`src/rtl/alu_arbiter_pkg.sv`:
```
// Shared definitions for the two-requester ALU arbiter: opcodes, FSM states
// and the default datapath width.
package alu_arbiter_pkg;

  localparam int WIDTH_DEFAULT = 32;

  localparam logic [2:0] OP_AND = 3'b000;
  localparam logic [2:0] OP_OR  = 3'b001;
  localparam logic [2:0] OP_ADD = 3'b010;
  localparam logic [2:0] OP_SUB = 3'b110;
  localparam logic [2:0] OP_SLT = 3'b111;

  typedef enum logic [1:0] {
    ST_IDLE = 2'd0,
    ST_EXEC = 2'd1,
    ST_RESP = 2'd2
  } state_e;

endpackage

```
`src/rtl/alu_arbiter_if.sv`:
```
// Request/response bundle between the requesters (master) and the arbiter
// (slave). Both requesters share one interface instance.
interface alu_arbiter_if
  import alu_arbiter_pkg::*;
#(
  parameter int WIDTH = WIDTH_DEFAULT
);

  logic [1:0]       req_valid;
  logic [1:0]       req_ready;
  logic [2:0]       req_op0;
  logic [2:0]       req_op1;
  logic [WIDTH-1:0] req_a0;
  logic [WIDTH-1:0] req_b0;
  logic [WIDTH-1:0] req_a1;
  logic [WIDTH-1:0] req_b1;
  logic             rsp_valid;
  logic             rsp_ready;
  logic             rsp_id;
  logic [WIDTH-1:0] rsp_res;
  logic             rsp_zero;
  logic             rsp_err;

  modport master (
    output req_valid, req_op0, req_op1, req_a0, req_b0, req_a1, req_b1,
    output rsp_ready,
    input  req_ready,
    input  rsp_valid, rsp_id, rsp_res, rsp_zero, rsp_err
  );

  modport slave (
    input  req_valid, req_op0, req_op1, req_a0, req_b0, req_a1, req_b1,
    input  rsp_ready,
    output req_ready,
    output rsp_valid, rsp_id, rsp_res, rsp_zero, rsp_err
  );

endinterface

```
`src/rtl/alu_arbiter_alu.sv`:
```
// Combinational ALU block. It only computes the legal operations; opcode
// legality and zero detection are decided by the instantiating block.
module alu_arbiter_alu
  import alu_arbiter_pkg::*;
#(
  parameter int WIDTH = WIDTH_DEFAULT
) (
  input  logic [2:0]       op,
  input  logic [WIDTH-1:0] a,
  input  logic [WIDTH-1:0] b,
  output logic [WIDTH-1:0] res
);

  // Select the operation result; unknown opcodes yield all zeros.
  always_comb begin
    res = {WIDTH{1'b0}};
    case (op)
      OP_AND:  res = a & b;
      OP_OR:   res = a | b;
      OP_ADD:  res = a + b;
      OP_SUB:  res = a - b;
      OP_SLT: begin
        if (a < b) begin
          res = {{(WIDTH-1){1'b0}}, 1'b1};
        end else begin
          res = {WIDTH{1'b0}};
        end
      end
      default: res = {WIDTH{1'b0}};
    endcase
  end

endmodule

```
`src/rtl/alu_arbiter.sv`:
```
// Two-requester round-robin front end for a single ALU. One operation is in
// flight at a time: accept in IDLE, compute in EXEC, hold response in RESP.
module alu_arbiter
  import alu_arbiter_pkg::*;
#(
  parameter int WIDTH = WIDTH_DEFAULT
) (
  input  logic         clk,
  input  logic         reset,
  alu_arbiter_if.slave bus
);

  state_e           state_r;
  state_e           state_nxt_s;
  logic             last_grant_r;
  logic             grant_valid_s;
  logic             grant_id_s;
  logic             accept_s;
  logic [1:0]       ready_s;
  logic             rsp_valid_s;

  logic [2:0]       op_r;
  logic [WIDTH-1:0] a_r;
  logic [WIDTH-1:0] b_r;
  logic             id_r;

  logic [WIDTH-1:0] alu_res_s;
  logic             legal_s;
  logic [WIDTH-1:0] res_value_s;

  logic [WIDTH-1:0] rsp_res_r;
  logic             rsp_zero_r;
  logic             rsp_err_r;
  logic             rsp_id_r;

  // True for the opcodes the ALU implements.
  function automatic logic op_is_legal(input logic [2:0] op);
    logic legal;
    case (op)
      OP_AND, OP_OR, OP_ADD, OP_SUB, OP_SLT: legal = 1'b1;
      default:                               legal = 1'b0;
    endcase
    return legal;
  endfunction

  // Full-width zero detect.
  function automatic logic is_zero(input logic [WIDTH-1:0] v);
    return ~(|v);
  endfunction

  // Pick the winner among valid requesters; a tie goes to the one not served last.
  always_comb begin
    grant_valid_s = 1'b0;
    grant_id_s    = 1'b0;
    case (bus.req_valid)
      2'b01: begin
        grant_valid_s = 1'b1;
        grant_id_s    = 1'b0;
      end
      2'b10: begin
        grant_valid_s = 1'b1;
        grant_id_s    = 1'b1;
      end
      2'b11: begin
        grant_valid_s = 1'b1;
        grant_id_s    = ~last_grant_r;
      end
      default: begin
        grant_valid_s = 1'b0;
        grant_id_s    = 1'b0;
      end
    endcase
  end

  assign accept_s = (state_r == ST_IDLE) && grant_valid_s && !reset;

  // FSM state register.
  always_ff @(posedge clk) begin
    if (reset) begin
      state_r <= ST_IDLE;
    end else begin
      state_r <= state_nxt_s;
    end
  end

  // FSM next-state logic.
  always_comb begin
    state_nxt_s = state_r;
    case (state_r)
      ST_IDLE: begin
        if (accept_s) begin
          state_nxt_s = ST_EXEC;
        end else begin
          state_nxt_s = ST_IDLE;
        end
      end
      ST_EXEC: state_nxt_s = ST_RESP;
      ST_RESP: begin
        if (bus.rsp_ready) begin
          state_nxt_s = ST_IDLE;
        end else begin
          state_nxt_s = ST_RESP;
        end
      end
      default: state_nxt_s = ST_IDLE;
    endcase
  end

  // FSM outputs: ready only for the granted requester in IDLE, valid only in RESP.
  always_comb begin
    ready_s     = 2'b00;
    rsp_valid_s = 1'b0;
    if (reset) begin
      ready_s     = 2'b00;
      rsp_valid_s = 1'b0;
    end else begin
      case (state_r)
        ST_IDLE: begin
          if (grant_valid_s) begin
            ready_s = grant_id_s ? 2'b10 : 2'b01;
          end else begin
            ready_s = 2'b00;
          end
        end
        ST_RESP: rsp_valid_s = 1'b1;
        default: begin
          ready_s     = 2'b00;
          rsp_valid_s = 1'b0;
        end
      endcase
    end
  end

  // Capture the granted request and remember who was served.
  always_ff @(posedge clk) begin
    if (reset) begin
      op_r         <= 3'b000;
      a_r          <= {WIDTH{1'b0}};
      b_r          <= {WIDTH{1'b0}};
      id_r         <= 1'b0;
      last_grant_r <= 1'b1;
    end else if (accept_s) begin
      op_r         <= grant_id_s ? bus.req_op1 : bus.req_op0;
      a_r          <= grant_id_s ? bus.req_a1 : bus.req_a0;
      b_r          <= grant_id_s ? bus.req_b1 : bus.req_b0;
      id_r         <= grant_id_s;
      last_grant_r <= grant_id_s;
    end else begin
      op_r         <= op_r;
      a_r          <= a_r;
      b_r          <= b_r;
      id_r         <= id_r;
      last_grant_r <= last_grant_r;
    end
  end

  alu_arbiter_alu #(
    .WIDTH (WIDTH)
  ) u_alu (
    .op  (op_r),
    .a   (a_r),
    .b   (b_r),
    .res (alu_res_s)
  );

  assign legal_s     = op_is_legal(op_r);
  assign res_value_s = legal_s ? alu_res_s : {WIDTH{1'b0}};

  // Load the response registers during EXEC; they hold through RESP and IDLE.
  always_ff @(posedge clk) begin
    if (reset) begin
      rsp_res_r  <= {WIDTH{1'b0}};
      rsp_zero_r <= 1'b0;
      rsp_err_r  <= 1'b0;
      rsp_id_r   <= 1'b0;
    end else if (state_r == ST_EXEC) begin
      rsp_res_r  <= res_value_s;
      rsp_zero_r <= is_zero(res_value_s);
      rsp_err_r  <= ~legal_s;
      rsp_id_r   <= id_r;
    end else begin
      rsp_res_r  <= rsp_res_r;
      rsp_zero_r <= rsp_zero_r;
      rsp_err_r  <= rsp_err_r;
      rsp_id_r   <= rsp_id_r;
    end
  end

  assign bus.req_ready = ready_s;
  assign bus.rsp_valid = rsp_valid_s;
  assign bus.rsp_res   = rsp_res_r;
  assign bus.rsp_zero  = rsp_zero_r;
  assign bus.rsp_err   = rsp_err_r;
  assign bus.rsp_id    = rsp_id_r;

endmodule

```
`src/flat_wrapper.sv`:
```
// flat-port wrapper written by rule: the top's interface ports become plain ports
module alu_arbiter_flat import alu_arbiter_pkg::*;
#(
  parameter int WIDTH = WIDTH_DEFAULT
)
  (clk, reset, bus_req_valid, bus_req_op0, bus_req_op1, bus_req_a0, bus_req_b0, bus_req_a1, bus_req_b1, bus_rsp_ready, bus_req_ready, bus_rsp_valid, bus_rsp_id, bus_rsp_res, bus_rsp_zero, bus_rsp_err);
  alu_arbiter_if #(.WIDTH(WIDTH)) bus_i ();
  input  logic clk;
  input  logic reset;
  input wire logic [$bits(bus_i.req_valid)-1:0] bus_req_valid;
  input wire logic [$bits(bus_i.req_op0)-1:0] bus_req_op0;
  input wire logic [$bits(bus_i.req_op1)-1:0] bus_req_op1;
  input wire logic [$bits(bus_i.req_a0)-1:0] bus_req_a0;
  input wire logic [$bits(bus_i.req_b0)-1:0] bus_req_b0;
  input wire logic [$bits(bus_i.req_a1)-1:0] bus_req_a1;
  input wire logic [$bits(bus_i.req_b1)-1:0] bus_req_b1;
  input wire logic [$bits(bus_i.rsp_ready)-1:0] bus_rsp_ready;
  output wire logic [$bits(bus_i.req_ready)-1:0] bus_req_ready;
  output wire logic [$bits(bus_i.rsp_valid)-1:0] bus_rsp_valid;
  output wire logic [$bits(bus_i.rsp_id)-1:0] bus_rsp_id;
  output wire logic [$bits(bus_i.rsp_res)-1:0] bus_rsp_res;
  output wire logic [$bits(bus_i.rsp_zero)-1:0] bus_rsp_zero;
  output wire logic [$bits(bus_i.rsp_err)-1:0] bus_rsp_err;
  assign bus_i.req_valid = bus_req_valid;
  assign bus_i.req_op0 = bus_req_op0;
  assign bus_i.req_op1 = bus_req_op1;
  assign bus_i.req_a0 = bus_req_a0;
  assign bus_i.req_b0 = bus_req_b0;
  assign bus_i.req_a1 = bus_req_a1;
  assign bus_i.req_b1 = bus_req_b1;
  assign bus_i.rsp_ready = bus_rsp_ready;
  assign bus_req_ready = bus_i.req_ready;
  assign bus_rsp_valid = bus_i.rsp_valid;
  assign bus_rsp_id = bus_i.rsp_id;
  assign bus_rsp_res = bus_i.rsp_res;
  assign bus_rsp_zero = bus_i.rsp_zero;
  assign bus_rsp_err = bus_i.rsp_err;
  alu_arbiter #(.WIDTH(WIDTH)) u_core (.clk(clk), .reset(reset), .bus(bus_i));
endmodule
```
`config.mk`:
```
export PLATFORM = sky130hd
export DESIGN_NAME = alu_arbiter_flat
export DESIGN_NICKNAME = d
export VERILOG_FILES = /design/src/rtl/alu_arbiter_pkg.sv /design/src/rtl/alu_arbiter_if.sv /design/src/rtl/alu_arbiter_alu.sv /design/src/rtl/alu_arbiter.sv /design/src/flat_wrapper.sv
export SDC_FILE = /design/constraint.sdc
export NUM_CORES = 1
export LEC_CHECK = 0
export ABC_AREA = 1
export CELL_PAD_IN_SITES_DETAIL_PLACEMENT = 0
export CELL_PAD_IN_SITES_GLOBAL_PLACEMENT = 1
export CORE_UTILIZATION = 37
export DETAILED_ROUTE_END_ITERATION = 10
export HOLD_SLACK_MARGIN = 0.15
export PLACE_DENSITY_LB_ADDON = 0.1
export SYNTH_ARGS = -nofsm -noshare
export SYNTH_HDL_FRONTEND = slang
export SYNTH_SLANG_ARGS = --single-unit
```
`constraint.sdc`:
```
create_clock -name clk -period 2.55 [get_ports clk]
set_input_delay 0.51 -clock clk [delete_from_list [all_inputs] [get_ports clk]]
set_output_delay 0.51 -clock clk [all_outputs]
set_load 0.01 [all_outputs]
```
==> results of run 1 <==
[worst min path at each step]
stage             endpoint  slack, ns
5_1_grt        u_core.id_r       0.50
3_3_place_gp   u_core.id_r       0.45
3_5_place_dp   u_core.id_r       0.47
4_1_cts        u_core.id_r       0.48
6_report       u_core.id_r       0.48
2_1_floorplan  u_core.id_r       0.44
[worst min-delay path, delay by kind of cell, from the launching register on]
kind,cells,cell delay [ns]
flip-flops,1,0.31
AO/OA/AOI/OAI,1,0.06
AND/OR/NAND/NOR,1,0.06
[layout by cell type, fill, tap and decap left out, types with 54 or more instances in the layout]
master,instances
a21oi_1,102
buf_4,350
clkdlybuf4s50_1,174
dfxtp_1,90
ha_1,70
inv_1,351
nand2_1,546
nand2_2,54
nand3_1,107
nor2_1,238
o21ai_0,101
[registers in the layout, summed over array words and instances (netlist names)]
signal and cells:
u_core.a_r 32, u_core.b_r 32, u_core.bus.rsp_res 32, u_core.op_r 3, u_core.state_r 2, u_core.bus.rsp_err 1
u_core.bus.rsp_id 1, u_core.bus.rsp_zero 1, u_core.id_r 1, u_core.last_grant_r 1
[synth_stat cells (all sizes together)]
cell	instances
a221oi	1
xnor2	1
o21bai	8
nand4	21
nand3b	3
a21oi	117
dfxtp	106
and3	2
nor3	13
nand2	603
a31oi	2
buf	43
fa	2
o211ai	13
nor2	307
and2	5
a211oi	1
o21ai	111
ha	108
clkinv	2
o31ai	1
nor4	1
nand3	131
o22ai	23
clkbuf	36
inv	370
[layout make-up]
type | instances | area (um^2) | share of cell area, %
antenna | 1 | 2.50 | 0.0146
clock buffer | 10 | 229 | 1.33
clock inverter | 5 | 40.0 | 0.233
inverter | 372 | 1400 | 8.15
multi-input combinational | 1474 | 8340 | 48.6
sequential | 106 | 2140 | 12.5
tap | 390 | 488 | 2.84
timing repair buffer | 535 | 4530 | 26.4
[metrics by stage]
stage                     power [mW]  hold slack [ns]  setup TNS [ns]
after floorplan                 3.88            0.441               0
after global placement          5.77            0.455           -2.01
after detailed placement        5.80            0.465           -1.73
after CTS                       7.42            0.476               0
after global routing            8.15            0.502          -0.439
final                           7.66            0.479         -0.0257
[layer usage]
metal / share of wire, % / wire length (um) / vias up / track usage (%)
met4: 1.8 / 894 / 0 / 8.12
met1: 50 / 24400 / 6474 / 47.0
met3: 8.0 / 3940 / 46 / 6.23
li1: - / - / 7167 / -
met2: 40 / 19800 / 456 / 45.9
met5: 0 / 0 / - / 0
[power by group]
part,internal (mW),switching (mW)
combinational,1.95,2.45
sequential,1.80,0.0842
clock,0.666,0.704
total,4.42,3.24
[logic make-up (layout without fill, tap and decap cells)]
group,count (synthesis),after routing,share of synthesized area (%)
fa+ha+maj,110,110,12.4
buf+inv,451,922,15.9
flops,106,106,19.0
other cells,0,1,0
compound gates,277,277,13.2
xor+xnor,1,1,0.0783
simple gates,1086,1086,39.4
[timing repair]
action,CTS,global route
pin swaps,24,39
buffers inserted,9,6
setup endpoints to repair,13,16
gates resized for setup,133,152
gates cloned,0,0
==> run metrics, run 1 <==
final non-filler cell total 2893; chip width 176 um; vias in the first global route 13157; Area growth syn-to-layout 53.5%; Rows 63; Worst VDD drop 0.000330 V; All-Layer GR Usage 31.7%; min-delay src u_core.id_r; status finished with violations; DRC Markers 0; Crit Path Category flip-flop to flip-flop; crit path buf inv count 4; CP max FO 6; post-synth top area share 20.0%; Die Height 176 um; share of layout cells above drive strength 1 25.1%; CP endpoint u_core.bus.rsp_zero; Period minus WS final 2.58 ns; Tcrit/Tclk final 101%; final instance area 17200 um^2; deepest clock path buffer count 2; NumNets Final 2747; Crit path depth 18; unrepaired setup endpoints after global routing true; hold bufs inserted after CTS 0; Routed Antenna Nets 0; Clock Latency Late Sink 0.37 ns; hpwl dp 40.7 mm; core area 29700 um^2; reg2reg end u_core.bus.rsp_zero; Hold Path Depth 2; placed instance area 15700 um^2; cell depth of the worst flop-to-flop path 18; port buffer count 176; FF-to-FF Start u_core.b_r[24]; clk sink count 106; Top delay family on crit path simple AND/OR/NAND/NOR gates; Syn Area/Cell 5.51 um^2; CTS tree done; dpl cells 2862; IO Pins 177; post-place setup slack -0.406 ns; Die ar. 30900 um^2; Detailed Route WL 49.0 mm; Root Driver clkbuf_16; count of pins over their slew limit 0; arrival time worst endpoint 2.88 ns; CTS buffer count 9; Final Util 57.8%; crit-path max cell delay 0.34 ns; via count of the routed design 14143; Final setup viols 1; Hold WC Path Type flip-flop to flip-flop; antenna violations before repair 1; Req. time, crit path 2.85 ns; Crit. End Element flip-flop; clk_skew 0.0145 ns; Post-Syn Area 11200 um^2; R2R Setup Slk -0.03 ns; Worst slew margin 41.8%; FILL cells 2999; drt pass-1 iters 5; post-synth top area cell nand2_1; Crit-path slowest cell dfxtp_1; vias per cell 4.89; final hold viol count 0; f_max 388 MHz; global placer's final weighted congestion 0.993; crit-path cells inv_1 -> ha_4 -> buf_4 -> nand2_1 -> buf_4 -> nor3_2 -> buf_4 -> and2_1 -> nand2_1 -> nand2_1 -> nand2_1 -> nand3_1 -> nand3_2 -> nor2_2 -> nand3_2 -> nor2_1 -> nand2_1 -> a21oi_2; post-route setup slack -0.0257 ns; starting density of the core 37.7%; static leakage 8.74 nW; failing checks setup timing; Pwr per Cell Area 446 nW/um^2; detailed-route wire length per cell 16.9 um; largest net degree at the start of global routing 72; Synth area leaders nand2_1 20%, dfxtp_1 19%, inv_1 12%; worst slew pin tran 0.874 ns; crit start category flip-flop; synthesized flop and latch total 106; Starting DRT DRC Count 1100; global-route wire length before repair 74.0 mm; post-synthesis sequential area ratio 19.0%; cell count after synthesis 2031; Post-Syn Nets 2280; H-tree Lvls 3; grt ovf 0; Unique masters post-synth 36; max_cap viols 0; Yosys warnings 0; crit path from u_core.b_r[24]; CP dominant cell by count nand2_1; Clock transition at path regs 0.08 ns
Note: power is estimated with default switching activity, not from simulation.
==> inputs of run 2 (changes only) <==
GPL_TIMING_DRIVEN = 0   (was not set)
==> run 2 against run 1 <==
  * The run still ends with setup timing left
  * Clock skew decreased by 0.0052 ns
  * Register-to-register slack got worse by 0.17 ns
  * Critical path type unchanged
  * Critical path depth decreased by 1
  * Global-route usage decreased by 1.4 points
==> run metrics, run 2 (synthesis gave the netlist of run 1 again) <==
CTS buffer count 9 (unchanged); vias in the first global route 12218 (was 13157); Root Driver clkbuf_16 (unchanged); unrepaired setup endpoints after global routing true (unchanged); chip width 176 um (unchanged); crit path from u_core.b_r[25] (was u_core.b_r[24]); core area 29700 um^2 (unchanged); n_diodes 0 (was 1); crit-path max cell delay 0.40 ns (was 0.34 ns); met3 WL 2.70 mm (was 3.94 mm); CP dominant cell by count nand2_1 (unchanged); post-route setup slack -0.194 ns (was -0.0257 ns); FILL cells 3185 (was 2999); max_cap viols 0 (unchanged); hold bufs inserted after CTS 0 (unchanged); Hold WC Path Type flip-flop to flip-flop (unchanged); Final Power 7.24 mW (was 7.66 mW); crit start category flip-flop (unchanged); M1 WL 22.7 mm (was 24.4 mm); H-tree Lvls 3 (unchanged); FF-to-FF Start u_core.b_r[25] (was u_core.b_r[24]); Routed Antenna Nets 0 (unchanged); clk sink count 106 (unchanged); Crit-path slowest cell dfxtp_1 (unchanged); Die Height 176 um (unchanged); Clock transition at path regs 0.07 ns (was 0.08 ns); drt pass-1 iters 5 (unchanged); Period minus WS final 2.74 ns (was 2.58 ns); final hold viol count 0 (unchanged); max layer used met4 (unchanged); vias per cell 4.97 (was 4.89); hpwl dp 40.0 mm (was 40.7 mm); share of layout cells above drive strength 1 17.4% (was 25.1%); deepest clock path buffer count 2 (unchanged); f_max 364 MHz (was 388 MHz); worst slew pin tran 0.977 ns (was 0.874 ns); via count of the routed design 13134 (was 14143); CTS tree done (unchanged); failing checks setup timing (unchanged); grt ovf 0 (unchanged); crit-path cells inv_1 -> ha_1 -> buf_4 -> nand2_1 -> nor2_1 -> nand2_1 -> nor3_1 -> nand2_2 -> nand2_1 -> nand2_1 -> nand3_1 -> nand2_2 -> nor2_4 -> nand2_1 -> nor3_2 -> nand2_1 -> a21oi_2 (was inv_1 -> ha_4 -> buf_4 -> nand2_1 -> buf_4 -> nor3_2 -> buf_4 -> and2_1 -> nand2_1 -> nand2_1 -> nand2_1 -> nand3_1 -> nand3_2 -> nor2_2 -> nand3_2 -> nor2_1 -> nand2_1 -> a21oi_2); DRC Markers 0 (unchanged); status finished with violations (unchanged); Hold Path Depth 2 (unchanged); Top delay family on crit path simple AND/OR/NAND/NOR gates (unchanged); setup TNS -0.366 ns (was -0.0257 ns); min-delay src u_core.id_r (unchanged); Die ar. 30900 um^2 (unchanged); most common cell after layout, fill and taps aside nand2_1 (unchanged); clk_skew 0.00928 ns (was 0.0145 ns); crit path buf inv count 2 (was 4); Clock Latency Late Sink 0.35 ns (was 0.37 ns); Detailed Route WL 47.4 mm (was 49.0 mm); arrival time worst endpoint 3.02 ns (was 2.88 ns); Worst slew margin 34.6% (was 41.8%); most frequent cells in the layout 528 x nand2_1, 343 x inv_1, 234 x nor2_1, 174 x clkdlybuf4s50_1, 100 x a21oi_1 (was 546 x nand2_1, 351 x inv_1, 350 x buf_4, 238 x nor2_1, 174 x clkdlybuf4s50_1); total length of routed met2 wires 21.4 mm (was 19.8 mm); starting density of the core 37.7% (unchanged); antenna violations before repair 0 (was 1); NumNets Final 2497 (was 2747); worst hold slack 0.475 ns (was 0.479 ns); Crit path depth 17 (was 18); Pwr per Cell Area 475 nW/um^2 (was 446 nW/um^2); IO Pins 177 (unchanged); largest net degree at the start of global routing 17 (was 72); Worst VDD drop 0.000331 V (was 0.000330 V); Final Util 51.3% (was 57.8%); Rows 63 (unchanged); static leakage 7.47 nW (was 8.74 nW); Final setup viols 3 (was 1); Crit. End Element flip-flop (unchanged); port buffer count 175 (was 176); Starting DRT DRC Count 870 (was 1100); cell depth of the worst flop-to-flop path 17 (was 18); Req. time, crit path 2.83 ns (was 2.85 ns); All-Layer GR Usage 30.3% (was 31.7%); count of pins over their slew limit 0 (unchanged); Crit Path Category flip-flop to flip-flop (unchanged); Tcrit/Tclk final 108% (was 101%); detailed-route wire length per cell 17.9 um (was 16.9 um); Area growth syn-to-layout 36.2% (was 53.5%); CP max FO 9 (was 6); global placer's final weighted congestion 0.975 (was 0.993); global-route wire length before repair 70.1 mm (was 74.0 mm)
[run 2: area by class of cell]
type | instances | area [um^2] | area share, %
Clock inverter | 4 | 98.8 | 0.649
Inverter | 372 | 1410 | 9.23
Tap cell | 390 | 488 | 3.20
Sequential cell | 106 | 2240 | 14.7
Multi-Input combinational cell | 1474 | 8310 | 54.5
Clock buffer | 10 | 239 | 1.57
Buffer | 78 | 452 | 2.96
Timing Repair Buffer | 207 | 2010 | 13.2
[run 2: path summary, 6_finish.rpt]
check | to | slack [ns]
max reg2reg | u_core.bus.rsp_zero | -0.19
max | u_core.bus.rsp_zero | -0.19
min reg2reg | u_core.id_r | 0.48
min | u_core.id_r | 0.48
[run 2: worst reg2reg max path, cell delays in order, from the launching register on]
cell and delay (ns):
dfxtp_1 0.40, inv_1 0.09, ha_1 0.28, buf_4 0.19, nand2_1 0.12, nor2_1 0.20
nand2_1 0.16, nor3_1 0.21, nand2_2 0.12, nand2_1 0.08, nand2_1 0.04, nand3_1 0.09
nand2_2 0.07, nor2_4 0.14, nand2_1 0.09, nor3_2 0.19, nand2_1 0.09, a21oi_2 0.11
[run 2: layer usage]
layer	GRT usage, %	up-vias
met2	50.1	364
met3	3.10	28
met5	0	-
met1	42.5	6042
li1	-	6700
met4	5.47	0
[run 2: what timing repair did]
item / in CTS / in global routing
endpoints found under the setup margin: 52 / 31
resized for setup: 188 / 211
pin swaps: 28 / 55
cloned: 0 / 2
setup buffers: 8 / 22
[run 2: report_power, final]
part	internal (mW)	total (mW)	switching, mW
Sequential	1.80	1.99	0.186
Clock	0.980	1.59	0.612
Combinational	1.35	3.66	2.31
[run 2: stage by stage]
| stage | cell area (um^2) | setup slack, ns | instances |
|---|---|---|---|
| 2_1_floorplan | 11200 | 0.194 | 2031 |
| 3_3_place_gp | 13400 | -0.675 | 2596 |
| 3_5_place_dp | 13400 | -0.693 | 2596 |
| 4_1_cts | 14400 | -0.162 | 2618 |
| 5_1_grt | 15200 | -0.354 | 2641 |
| 6_report | 15200 | -0.194 | 2641 |
